===== config.mk =====
export PLATFORM = sky130hd
export DESIGN_NAME = uart_tx_serializer
export DESIGN_NICKNAME = d
export VERILOG_FILES = /design/src/rtl/uart_tx_serializer.sv
export SDC_FILE = /design/constraint.sdc
export NUM_CORES = 1
export LEC_CHECK = 0
export BUFFER_PORTS_ARGS = -buffer_cell sky130_fd_sc_hd__buf_2
export CAP_MARGIN = 20
export CELL_PAD_IN_SITES_DETAIL_PLACEMENT = 1
export CELL_PAD_IN_SITES_GLOBAL_PLACEMENT = 1
export CORE_ASPECT_RATIO = 1.75
export CORE_UTILIZATION = 44
export DETAILED_ROUTE_END_ITERATION = 7
export PLACE_DENSITY_LB_ADDON = 0.1
export SYNTH_ARGS = -nofsm -noshare
export SYNTH_HDL_FRONTEND = slang
export SYNTH_SLANG_ARGS = --single-unit

===== constraint.sdc =====
create_clock -name clk -period 2.34 [get_ports clk]
set_input_delay 0 -clock clk [delete_from_list [all_inputs] [get_ports clk]]
set_output_delay 0 -clock clk [all_outputs]
set_load 0.01 [all_outputs]

===== src/rtl/uart_tx_serializer.sv =====
// UART transmit serializer: pops one word from the TX FIFO per frame and shifts it
// out as start, data (LSB first), optional parity and stop bits on txd.
module uart_tx_serializer #(
    parameter int unsigned CLK_DIV    = 16,
    parameter int unsigned DATA_WIDTH = 8,
    parameter int unsigned PARITY_EN  = 0,
    parameter int unsigned PARITY_ODD = 0,
    parameter int unsigned STOP_BITS  = 1
) (
    input  logic                  clk,
    input  logic                  rst,
    input  logic                  tx_en,
    output logic                  pop_en,
    input  logic [DATA_WIDTH-1:0] pop_data,
    input  logic                  pop_avail,
    output logic                  txd,
    output logic                  busy
);

    localparam int unsigned       DIV_W       = (CLK_DIV > 1) ? $clog2(CLK_DIV) : 1;
    localparam int unsigned       BIT_W       = $clog2(DATA_WIDTH + 1);
    localparam logic [DIV_W-1:0]  DIV_LAST    = DIV_W'(CLK_DIV - 1);
    localparam logic [BIT_W-1:0]  DATA_LAST   = BIT_W'(DATA_WIDTH - 1);
    localparam logic [BIT_W-1:0]  STOP_LAST   = BIT_W'(STOP_BITS - 1);
    localparam logic              PAR_ODD_BIT = 1'(PARITY_ODD);

    typedef enum logic [2:0] {
        IDLE,
        FETCH,
        START,
        DATA,
        PARITY,
        STOP
    } state_t;

    state_t                r_state;
    state_t                w_state;
    logic [DIV_W-1:0]      r_div;
    logic [DIV_W-1:0]      w_div;
    logic [BIT_W-1:0]      r_bit;
    logic [BIT_W-1:0]      w_bit;
    logic [DATA_WIDTH-1:0] r_shift;
    logic [DATA_WIDTH-1:0] w_shift;
    logic                  r_parity;
    logic                  w_parity;
    logic                  r_txd;
    logic                  w_txd;
    logic                  r_busy;
    logic                  w_busy;
    logic                  r_pop_en;
    logic                  w_pop_en;
    logic                  w_bit_end;

    assign w_bit_end = (r_div == DIV_LAST);

    // State and datapath registers; reset forces the line idle immediately.
    always_ff @(posedge clk or posedge rst) begin
        if (rst) begin
            r_state  <= IDLE;
            r_div    <= '0;
            r_bit    <= '0;
            r_shift  <= '0;
            r_parity <= 1'b0;
            r_txd    <= 1'b1;
            r_busy   <= 1'b0;
            r_pop_en <= 1'b0;
        end else begin
            r_state  <= w_state;
            r_div    <= w_div;
            r_bit    <= w_bit;
            r_shift  <= w_shift;
            r_parity <= w_parity;
            r_txd    <= w_txd;
            r_busy   <= w_busy;
            r_pop_en <= w_pop_en;
        end
    end

    // Next-state and next-output logic; every line value is decided one cycle ahead.
    always_comb begin
        w_state  = r_state;
        w_div    = r_div;
        w_bit    = r_bit;
        w_shift  = r_shift;
        w_parity = r_parity;
        w_txd    = r_txd;
        w_busy   = r_busy;
        w_pop_en = 1'b0;

        case (r_state)
            IDLE: begin
                w_txd  = 1'b1;
                w_busy = 1'b0;
                if (tx_en && pop_avail) begin
                    w_pop_en = 1'b1;
                    w_busy   = 1'b1;
                    w_state  = FETCH;
                end
            end
            // FIFO data becomes valid during this cycle; latch it and drop into the start bit.
            FETCH: begin
                w_shift  = pop_data;
                w_parity = (^pop_data) ^ PAR_ODD_BIT;
                w_txd    = 1'b0;
                w_div    = '0;
                w_bit    = '0;
                w_state  = START;
            end
            START: begin
                if (w_bit_end) begin
                    w_div   = '0;
                    w_txd   = r_shift[0];
                    w_shift = r_shift >> 1;
                    w_state = DATA;
                end else begin
                    w_div = r_div + DIV_W'(1);
                end
            end
            DATA: begin
                if (w_bit_end) begin
                    w_div = '0;
                    if (r_bit == DATA_LAST) begin
                        w_bit = '0;
                        if (PARITY_EN != 0) begin
                            w_txd   = r_parity;
                            w_state = PARITY;
                        end else begin
                            w_txd   = 1'b1;
                            w_state = STOP;
                        end
                    end else begin
                        w_bit   = r_bit + BIT_W'(1);
                        w_txd   = r_shift[0];
                        w_shift = r_shift >> 1;
                    end
                end else begin
                    w_div = r_div + DIV_W'(1);
                end
            end
            PARITY: begin
                if (w_bit_end) begin
                    w_div   = '0;
                    w_txd   = 1'b1;
                    w_state = STOP;
                end else begin
                    w_div = r_div + DIV_W'(1);
                end
            end
            // Multiple stop bits reuse the bit counter.
            STOP: begin
                w_txd = 1'b1;
                if (w_bit_end) begin
                    w_div = '0;
                    if (r_bit == STOP_LAST) begin
                        w_bit   = '0;
                        w_busy  = 1'b0;
                        w_state = IDLE;
                    end else begin
                        w_bit = r_bit + BIT_W'(1);
                    end
                end else begin
                    w_div = r_div + DIV_W'(1);
                end
            end
            default: begin
                w_state = IDLE;
                w_div   = '0;
                w_bit   = '0;
                w_txd   = 1'b1;
                w_busy  = 1'b0;
            end
        endcase
    end

    assign pop_en = r_pop_en;
    assign txd    = r_txd;
    assign busy   = r_busy;

endmodule


==> results.toml, run 1 <==
[run_status]
status = "complete, no violations"

[final_layout]
nets = 169
drive_gt1_frac = 0.252
antenna_cells = 0
final_common_cell = "dfrtp_1"
final_cell_mix = "21 x dfrtp_1, 14 x o21ai_0, 14 x buf_2"
synthToLayoutAreaGrowth_pct = 11.6

[floorplan]
rows = 26
pin_count = 15
initial_core_util = 0.463
design.die.area_sq_mm = 0.00328
die_h_um = 75.0
core_sq_mm = 0.00290
die_x_um = 43.7

[yosys]
yosysTopAreaCellShare = 0.392
syn-cell-area_sq_mm = 0.00134
yosysTopAreaCell = "dfrtp_1"
synth.distinct_cells = 47
ys_seq_elements = 22
yosysSeqAreaShare = 0.412
synth_warnings = 0
syn_inst = 135
synthTopCellsByArea = "dfrtp_1 39%, mux2i_1 5.2%, o21ai_0 5.2%"
postSynthNetCount = 152
syn_avg_cell_area_sq_um = 9.93

[setup_path]
crit_path_max_fanout = 11
cp-end-kind = "register"
worst_ep_required_time_ns = 2.53
r2r_setup_slack_ns = 0.42
startpoint_type = "register"
r2r_end = "txd"
cp.arrival_ns = 2.10
slowest_delay_ns = 0.51
worstRegToRegCells = 5
cpLargestDelayFamily = "adder cells"
critPathBufInv = 1
crit_type = "register to register"
critPathSlowestCell = "ha_1"
cp_cell_sequence = "inv_2, ha_1, a21boi_0, a221oi_1, mux2_1"
reg2reg_from = "r_state[2]"

[timing]
relSlewSlack = 0.421
finalHoldViolCount = 0
finalMaxSlewViolations = 0
rsz0062_at_grt = "false"
fin_worst_skew_ns = 0.00793
max_freq_ghz = 0.522
finalCritPeriodShare = 0.819
whs_ns = 0.00760
setup_viol = 0
fin_tns_setup_ns = 0
min_period_ns = 1.92
max_slew.worst_pin.slew_ns = 0.868

[clock_tree]
cts_num_sinks = 22
cts.path.max_buffers = 2
clk_pin_slew_worst_paths_ns = 0.08
insertion_delay_ns = 0.27
clk_root_buffer_cell = "clkbuf_8"
tritoncts = "done"
cts_buffers = 3
htree_levels = 1
cts_setup_buffers = 0

[route]
first_iter_violations = 14
final_antenna_net_count = 0
drt-total-wl_um = 3050
drc = 0
vias = 1079
viasPerCell = 6.03
first_pass_iters = 4
wl_per_cell_um = 17.0

[power]
powerDensity_mw_per_mm2 = 465
p_leak_nw = 0.704
peakVddDrop_mv = 0.488
p_clk_frac = 0.395
seqPwrFrac = 0.559
p_int_w = 0.000551
netSwitchingPower_w = 0.000144
combPwrFrac = 0.046
swShare = 0.208
power_w = 0.000695

[placement]
dp_hpwl_um = 2250
gp_congestion = 0.737
port_buffers = 14

[min_path]
worstHoldPathCells = 3
min_from = "pop_data[3]"
hold_class = "primary input to register"
hold-path-endpoint = "r_shift[3]"

[global_routing]
grt_max_degree = 23
grt_pass1_vias = 1146
grt_first_pass_wirelength_um = 5130
grt_remaining_overflow = 0
antenna_found_initial = 0
grt.total_usage = 0.209

[run]
cap_violations = 0
logic make-up after synthesis:
family,count (synthesis),share of synthesized area
AOI/OAI and AO/OA,46,0.248
xor gates and xnor gates,1,0.00654
adders and majority gates,5,0.0467
buffers and inverters,14,0.0551
DFF,22,0.412
muxes,10,0.0775
and+or+nand+nor,37,0.154
per-layer routing:
metal / track usage / share of wire / routed length [um] / vias to the layer above
met3: 0.0216 / 0.012 / 37 / 6
met4: 0.0833 / 0.023 / 71 / 0
met1: 0.224 / 0.38 / 1150 / 537
met5: 0 / 0 / 0 / -
met2: 0.405 / 0.59 / 1790 / 11
li1: - / - / - / 525
tightest hold or removal path: cells and delay by family:
family          cells  cell delay (ns)
buf+inv             1             0.07
compound gates      1             0.10
mux                 1             0.07
worst max path at each step:
stage | from | end | slack, ns | depth (start not counted)
after floorplan | r_state[2] | busy | 0.65 | 6
after global placement | r_state[0] | r_shift[7] | 0.54 | 4
after detailed placement | r_state[2] | txd | 0.49 | 5
after CTS | r_state[2] | txd | 0.43 | 5
after global routing | r_state[2] | txd | 0.29 | 5
final | r_state[2] | txd | 0.42 | 5
stage by stage:
step / worst slack, ns / std cells / util / instance area [sq um]
after global placement: 0.541 / 173 / 0.490 / 1420
after global routing: 0.292 / 179 / 0.516 / 1500
after floorplan: 0.653 / 135 / - / 1340
after CTS: 0.428 / 179 / 0.516 / 1500
after detailed placement: 0.488 / 173 / 0.490 / 1420
final: 0.425 / 179 / 0.516 / 1500
synth_stat cells, drive strengths merged:
cell type,count
and3b,1
nor3,3
nand3,4
o31a,1
mux2i,7
nor2,7
o21ai,24
a21oi,4
a21boi,1
nor2b,1
nand3b,2
a211oi,2
dfrtp,21
ha,5
dfstp,1
a31oi,3
inv,7
clkbuf,2
nor3b,1
and4,1
a221oi,1
a22oi,1
a22o,2
nand2,9
mux2,3
nand2b,2
o31ai,3
and3,2
and2,2
a311oi,1
nand4b,1
or2,1
o22ai,1
o41ai,1
xnor2,1
buf,5
o21bai,1
power by group through the flow:
| stage | logic, W | clock network, W | registers (W) |
|---|---|---|---|
| 2_1_floorplan | 0.0000155 | 0 | 0.000396 |
| 3_3_place_gp | 0.0000290 | 0 | 0.000396 |
| 3_5_place_dp | 0.0000299 | 0 | 0.000396 |
| 4_1_cts | 0.0000328 | 0.000278 | 0.000389 |
| 5_1_grt | 0.0000366 | 0.000286 | 0.000389 |
| 6_report | 0.0000318 | 0.000275 | 0.000389 |
flip-flops by register name, summed over array words and instances, names as in the netlist:
signal / flops
busy: 1
r_bit: 4
r_shift: 8
r_div: 4
pop_en: 1
r_state: 3
txd: 1
cell type report:
type	count	area [sq um]
Sequential cell	22	552
Timing Repair Buffer	19	113
Clock buffer	4	55.1
Tap cell	28	35.0
Inverter	7	26.3
Fill cell	340	1400
Multi-Input combinational cell	99	714
what timing repair did:
action,in CTS,in global routing
endpoints found under the setup margin,0,0
endpoints found under the hold margin,22,0
resized for setup,0,0
hold buffers,2,0
No activity file was read; power rests on OpenSTA's default activity.
==> run 2, diff against run 1 <==
--- a/config.mk
+++ b/config.mk
@@ -10,7 +10,7 @@
 export CELL_PAD_IN_SITES_DETAIL_PLACEMENT = 1
 export CELL_PAD_IN_SITES_GLOBAL_PLACEMENT = 1
 export CORE_ASPECT_RATIO = 1.75
-export CORE_UTILIZATION = 44
+export CORE_UTILIZATION = 40
 export DETAILED_ROUTE_END_ITERATION = 7
 export PLACE_DENSITY_LB_ADDON = 0.1
 export SYNTH_ARGS = -nofsm -noshare
==> constraint.sdc (replaced) <==
create_clock -name clk -period 1.5 [get_ports clk]
set_input_delay 0 -clock clk [delete_from_list [all_inputs] [get_ports clk]]
set_output_delay 0 -clock clk [all_outputs]
set_load 0.01 [all_outputs]
==> run 2 against run 1 <==
  * Power is 75% higher
  * Largest power group unchanged
  * Die area is 9.6% higher
  * Largest cell class unchanged
  * Highest routed layer unchanged
  * Hold slack worse by 0.0022 ns
  * First-iteration DRC count stayed put
  * Global-route usage is 3.1 points higher
  * Clock skew is 0.0047 ns lower
  * Sequential power is 56% higher
  * The run now ends with setup timing left
  * Sequential share of layout area is 8.2 points lower
  * Final cell count is 29% higher
  * Non-clock buffer count is 37 higher
  * Core utilization is 9.3 points higher
==> results.toml, run 2 (synthesis gave the netlist of run 1 again) <==
[run_status]
status = "finished with violations"
violations = "setup timing"

[power]
peakVddDrop_mv = 0.480
powerDensity_mw_per_mm2 = 630
p_leak_nw = 0.915

[run]
cap_violations = 0

[global_routing]
antenna_found_initial = 0
grt.total_usage = 0.241
grt_pass1_vias = 1389
grt_max_degree = 14
grt_remaining_overflow = 0
grt_first_pass_wirelength_um = 6290

[route]
drc = 0
wl_per_cell_um = 17.3
final_antenna_net_count = 0
first_pass_iters = 4
vias = 1258
first_iter_violations = 14
drt-total-wl_um = 4000
viasPerCell = 5.45

[floorplan]
initial_core_util = 0.422
pin_count = 15
die_h_um = 78.6
rows = 27
core_sq_mm = 0.00318
die_x_um = 45.8
design.die.area_sq_mm = 0.00359

[clock_tree]
cts_buffers = 3
clk_root_buffer_cell = "clkbuf_8"
cts.path.max_buffers = 2
htree_levels = 1
tritoncts = "done"
cts_num_sinks = 22
clk_pin_slew_worst_paths_ns = 0.08
insertion_delay_ns = 0.27

[timing]
finalCritPeriodShare = 1.09
relSlewSlack = 0.734
finalMaxSlewViolations = 0
fin_tns_setup_ns = -0.351
rsz0062_at_grt = "true"
setup_viol = 5
max_slew.worst_pin.slew_ns = 0.398
layout_setup_ws_ns = -0.137
fin_worst_skew_ns = 0.00321
finalHoldViolCount = 0
whs_ns = 0.00541
min_period_ns = 1.64
max_freq_ghz = 0.611

[final_layout]
final_cell_mix = "36 x buf_4, 18 x dfrtp_1, 14 x buf_2"
synthToLayoutAreaGrowth_pct = 44.4
final_util = 0.609
reg_top3 = "r_shift: 8 flops, r_bit: 4 flops, r_div: 4 flops"
drive_gt1_frac = 0.495
final_common_cell = "buf_4"
nets = 206
largest_reg_flops = 8
final_cells = 231
antenna_cells = 0
top_register = "r_shift"

[placement]
gp_congestion = 0.775
port_buffers = 14
dp_slack_ns = -0.137
dp_hpwl_um = 2870
dp.cells = 215

[setup_path]
worst_ep_required_time_ns = 1.66
crit_path_max_fanout = 3
crit_type = "register to register"
cp.arrival_ns = 1.79
cp-end-kind = "register"
startpoint_type = "register"

[min_path]
hold_class = "primary input to register"
run 2: cell count changes in the layout (fill, tap and decap cells not counted), sizes merged:
cell,before,now
buf,17,54
bufinv,0,1
clkbuf,4,3
run 2: cell type report:
class                      instances  area [sq um]
fill                             387          1240
multi-input combinational         99           818
tap                               43          53.8
clock inverter                     1          30.0
timing repair buffer              56           409
clock buffer                       3          41.3
inverter                           7          26.3
sequential                        22           556
run 2: where the power goes:
part           switching [W]  internal [W]  leakage [nW]   total, W
sequential        0.00000460      0.000602         0.275   0.000606
clock               0.000201      0.000357        0.0357   0.000558
combinational      0.0000278     0.0000260         0.604  0.0000538
total               0.000234      0.000985         0.915    0.00122
run 2: through the flow:
stage	area [sq um]	total power, W
finish	1930	0.00122
global route	1930	0.00126
CTS	1820	0.00123
detailed placement	1660	0.000667
global placement	1660	0.000664
floorplan	1380	0.000641
run 2: per-layer routing:
layer,wire (um),global-route usage,vias to the layer above
li1,-,-,599
met1,1430,0.251,625
met2,2360,0.456,21
met3,67,0.0253,13
met4,131,0.0941,0
met5,0,0,-
run 2: worst paths after layout:
| check | from | endpoint | slack, ns | depth (start not counted) |
|---|---|---|---|---|
| max | r_bit[0] | busy | -0.14 | 6 |
| min | pop_data[1] | r_shift[1] | 0.005 | 3 |
| max reg2reg | r_bit[0] | busy | -0.14 | 6 |
| min reg2reg | r_shift[1] | r_shift[1] | 0.51 | 2 |
| max in group asynchronous | rst | r_shift[0] | 0.73 | 4 |
| min in group asynchronous | rst | r_bit[0] | 0.26 | 3 |
run 2: repair_timing:
item | 4_1_cts | 5_1_grt
setup endpoints to repair | 17 | 16
endpoints found under the hold margin | 9 | 0
hold buffers | 2 | 0
resized for setup | 12 | 25
pin swaps | 2 | 4
buffers inserted | 3 | 7
run 2: worst max-delay path: stages (launching register included):
cell and delay (ns):
dfrtp_1 0.41, inv_1 0.08, ha_1 0.16, nor3b_4 0.24, nor2_1 0.10, nor3_2 0.20, mux2_4 0.33
==> run 3, diff against run 2 <==
--- a/config.mk
+++ b/config.mk
@@ -10,7 +10,7 @@
 export CELL_PAD_IN_SITES_DETAIL_PLACEMENT = 1
 export CELL_PAD_IN_SITES_GLOBAL_PLACEMENT = 1
 export CORE_ASPECT_RATIO = 1.75
-export CORE_UTILIZATION = 40
+export CORE_UTILIZATION = 44
 export DETAILED_ROUTE_END_ITERATION = 7
 export PLACE_DENSITY_LB_ADDON = 0.1
 export SYNTH_ARGS = -nofsm -noshare
==> constraint.sdc (replaced) <==
create_clock -name clk -period 1.6 [get_ports clk]
set_input_delay 0 -clock clk [delete_from_list [all_inputs] [get_ports clk]]
set_output_delay 0 -clock clk [all_outputs]
set_load 0.01 [all_outputs]
==> run 3 against run 2 <==
  * The flow now finishes without violations
  * Core utilization is 2.1 points lower
  * Clock power fell by 3%
  * Critical path depth stayed put
  * Clock skew decreased by 0.0013 ns
  * First-iteration DRC count shrank 57%
  * Non-clock buffer count decreased by 16
==> results.toml, run 3 (synthesis gave the netlist of run 1 again) <==
[run_status]
status = "complete, no violations"

[timing]
whs_ns = 0.00414
layout_setup_ws_ns = 0.0296
rsz0062_at_grt = "true"
finalCritPeriodShare = 0.982
relSlewSlack = 0.800
finalHoldViolCount = 0
setup_viol = 0
max_freq_ghz = 0.637
fin_worst_skew_ns = 0.00192
finalMaxSlewViolations = 0
min_period_ns = 1.57
max_slew.worst_pin.slew_ns = 0.300

[floorplan]
rows = 26
design.die.area_sq_mm = 0.00328
initial_core_util = 0.463
die_h_um = 75.0
core_sq_mm = 0.00290
die_x_um = 43.7
pin_count = 15

[clock_tree]
cts_num_sinks = 22
cts.path.max_buffers = 2
cts_buffers = 3
htree_levels = 1
tritoncts = "done"
clk_root_buffer_cell = "clkbuf_8"
insertion_delay_ns = 0.27
clk_pin_slew_worst_paths_ns = 0.09

[route]
first_pass_iters = 2
first_iter_violations = 6
wl_per_cell_um = 18.4
vias = 1163
drc = 0
drt-total-wl_um = 3680
final_antenna_net_count = 0
viasPerCell = 5.82

[setup_path]
slowest_delay_ns = 0.41
cpLargestDelayFamily = "simple AND/OR/NAND/NOR gates"
startpoint_type = "register"
cp.arrival_ns = 1.73
crit_path_max_fanout = 4
cp-end-kind = "register"
critPathBufInv = 1
crit_type = "register to register"
critPathSlowestCell = "dfrtp_1"
worst_ep_required_time_ns = 1.76
cp_cell_sequence = "inv_1, ha_1, nor3b_4, nor2_1, nor3_2, mux2_1"

[placement]
dp_hpwl_um = 2580
gp_congestion = 0.770
place_area_sq_mm = 0.00156
dp_slack_ns = -0.120
port_buffers = 14

[final_layout]
final_cell_mix = "24 x buf_4, 18 x dfrtp_1, 14 x buf_2"
final_common_cell = "buf_4"
drive_gt1_frac = 0.401
reg_top3 = "r_shift: 8 flops, r_bit: 4 flops, r_div: 4 flops"
synthToLayoutAreaGrowth_pct = 27.1
top_register = "r_shift"
stdcell_area_sq_mm = 0.00170
final_util = 0.588
antenna_cells = 0
num-fill-cells = 320
largest_reg_flops = 8
nets = 190

[global_routing]
grt_pass1_vias = 1245
grt_first_pass_wirelength_um = 5750
antenna_found_initial = 0
grt_max_degree = 23
grt_remaining_overflow = 0
grt.total_usage = 0.240

[power]
powerDensity_mw_per_mm2 = 682
p_leak_nw = 0.819
peakVddDrop_mv = 0.583

[min_path]
hold_class = "primary input to register"

[run]
cap_violations = 0
-- run 3: changes by cell type in the layout (fill, tap and decap cells not counted), moves of 2 or more --
| cell | change |
|---|---|
| buf_4 | -12 |
| o21ai_0 | +5 |
| ha_2 | -2 |
| ha_1 | +3 |
| o21ai_1 | -4 |
| buf_6 | -3 |
-- run 3: tightest hold or removal path: cells and delay by family --
family / cells / cell delay [ns]
AOI/OAI and AO/OA: 1 / 0.10
buffers and inverters: 1 / 0.08
muxes: 1 / 0.07
-- run 3: path summary, 6_finish.rpt --
| check | cells after the start | end | slack, ns | startpoint |
|---|---|---|---|---|
| worst max-delay path | 6 | busy | 0.03 | r_bit[1] |
| worst min-delay path | 3 | r_shift[4] | 0.004 | pop_data[4] |
| worst max register to register | 6 | busy | 0.03 | r_bit[1] |
| worst min register to register | 1 | busy | 0.51 | busy |
| max in group asynchronous | 4 | txd | 1.01 | rst |
| min in group asynchronous | 4 | r_bit[2] | 0.30 | rst |
-- run 3: power by group --
part	leakage [nW]	internal [W]	switching, W
Combinational	0.508	0.0000237	0.0000272
Clock	0.0357	0.000335	0.000208
Sequential	0.275	0.000564	0.00000399
-- run 3: per-stage QoR --
| step | power, W | std cells | setup TNS, ns |
|---|---|---|---|
| after floorplan | 0.000601 | 135 | 0 |
| after global placement | 0.000623 | 191 | -0.0330 |
| after detailed placement | 0.000626 | 191 | -0.668 |
| after CTS | 0.00116 | 197 | 0 |
| after global routing | 0.00119 | 200 | -0.0723 |
| final | 0.00116 | 200 | 0 |
-- run 3: routing by layer --
metal  share of wire  up-vias  wire length [um]  track usage
met5               0        -                 0            0
li1                -      565                 -            -
met3           0.013        7                49       0.0240
met2            0.57       15              2120        0.459
met1            0.39      576              1450        0.265
met4           0.018        0                68       0.0868
-- run 3: repair_timing --
item | CTS | global route
setup endpoints to repair | 14 | 8
resized for setup | 7 | 7
hold buffers | 2 | 0
hold endpoints to repair | 22 | 0
pin swaps | 0 | 1
setup buffers | 0 | 3
-- run 3: final cells by class --
class | instances | area [sq um] | area share
multi-input cells | 99 | 744 | 0.437
flip-flops and latches | 22 | 556 | 0.326
repair buffers | 40 | 270 | 0.159
clock buffers | 3 | 41.3 | 0.0242
well taps | 28 | 35.0 | 0.0206
clock inverters | 1 | 30.0 | 0.0176
inverters | 7 | 26.3 | 0.0154
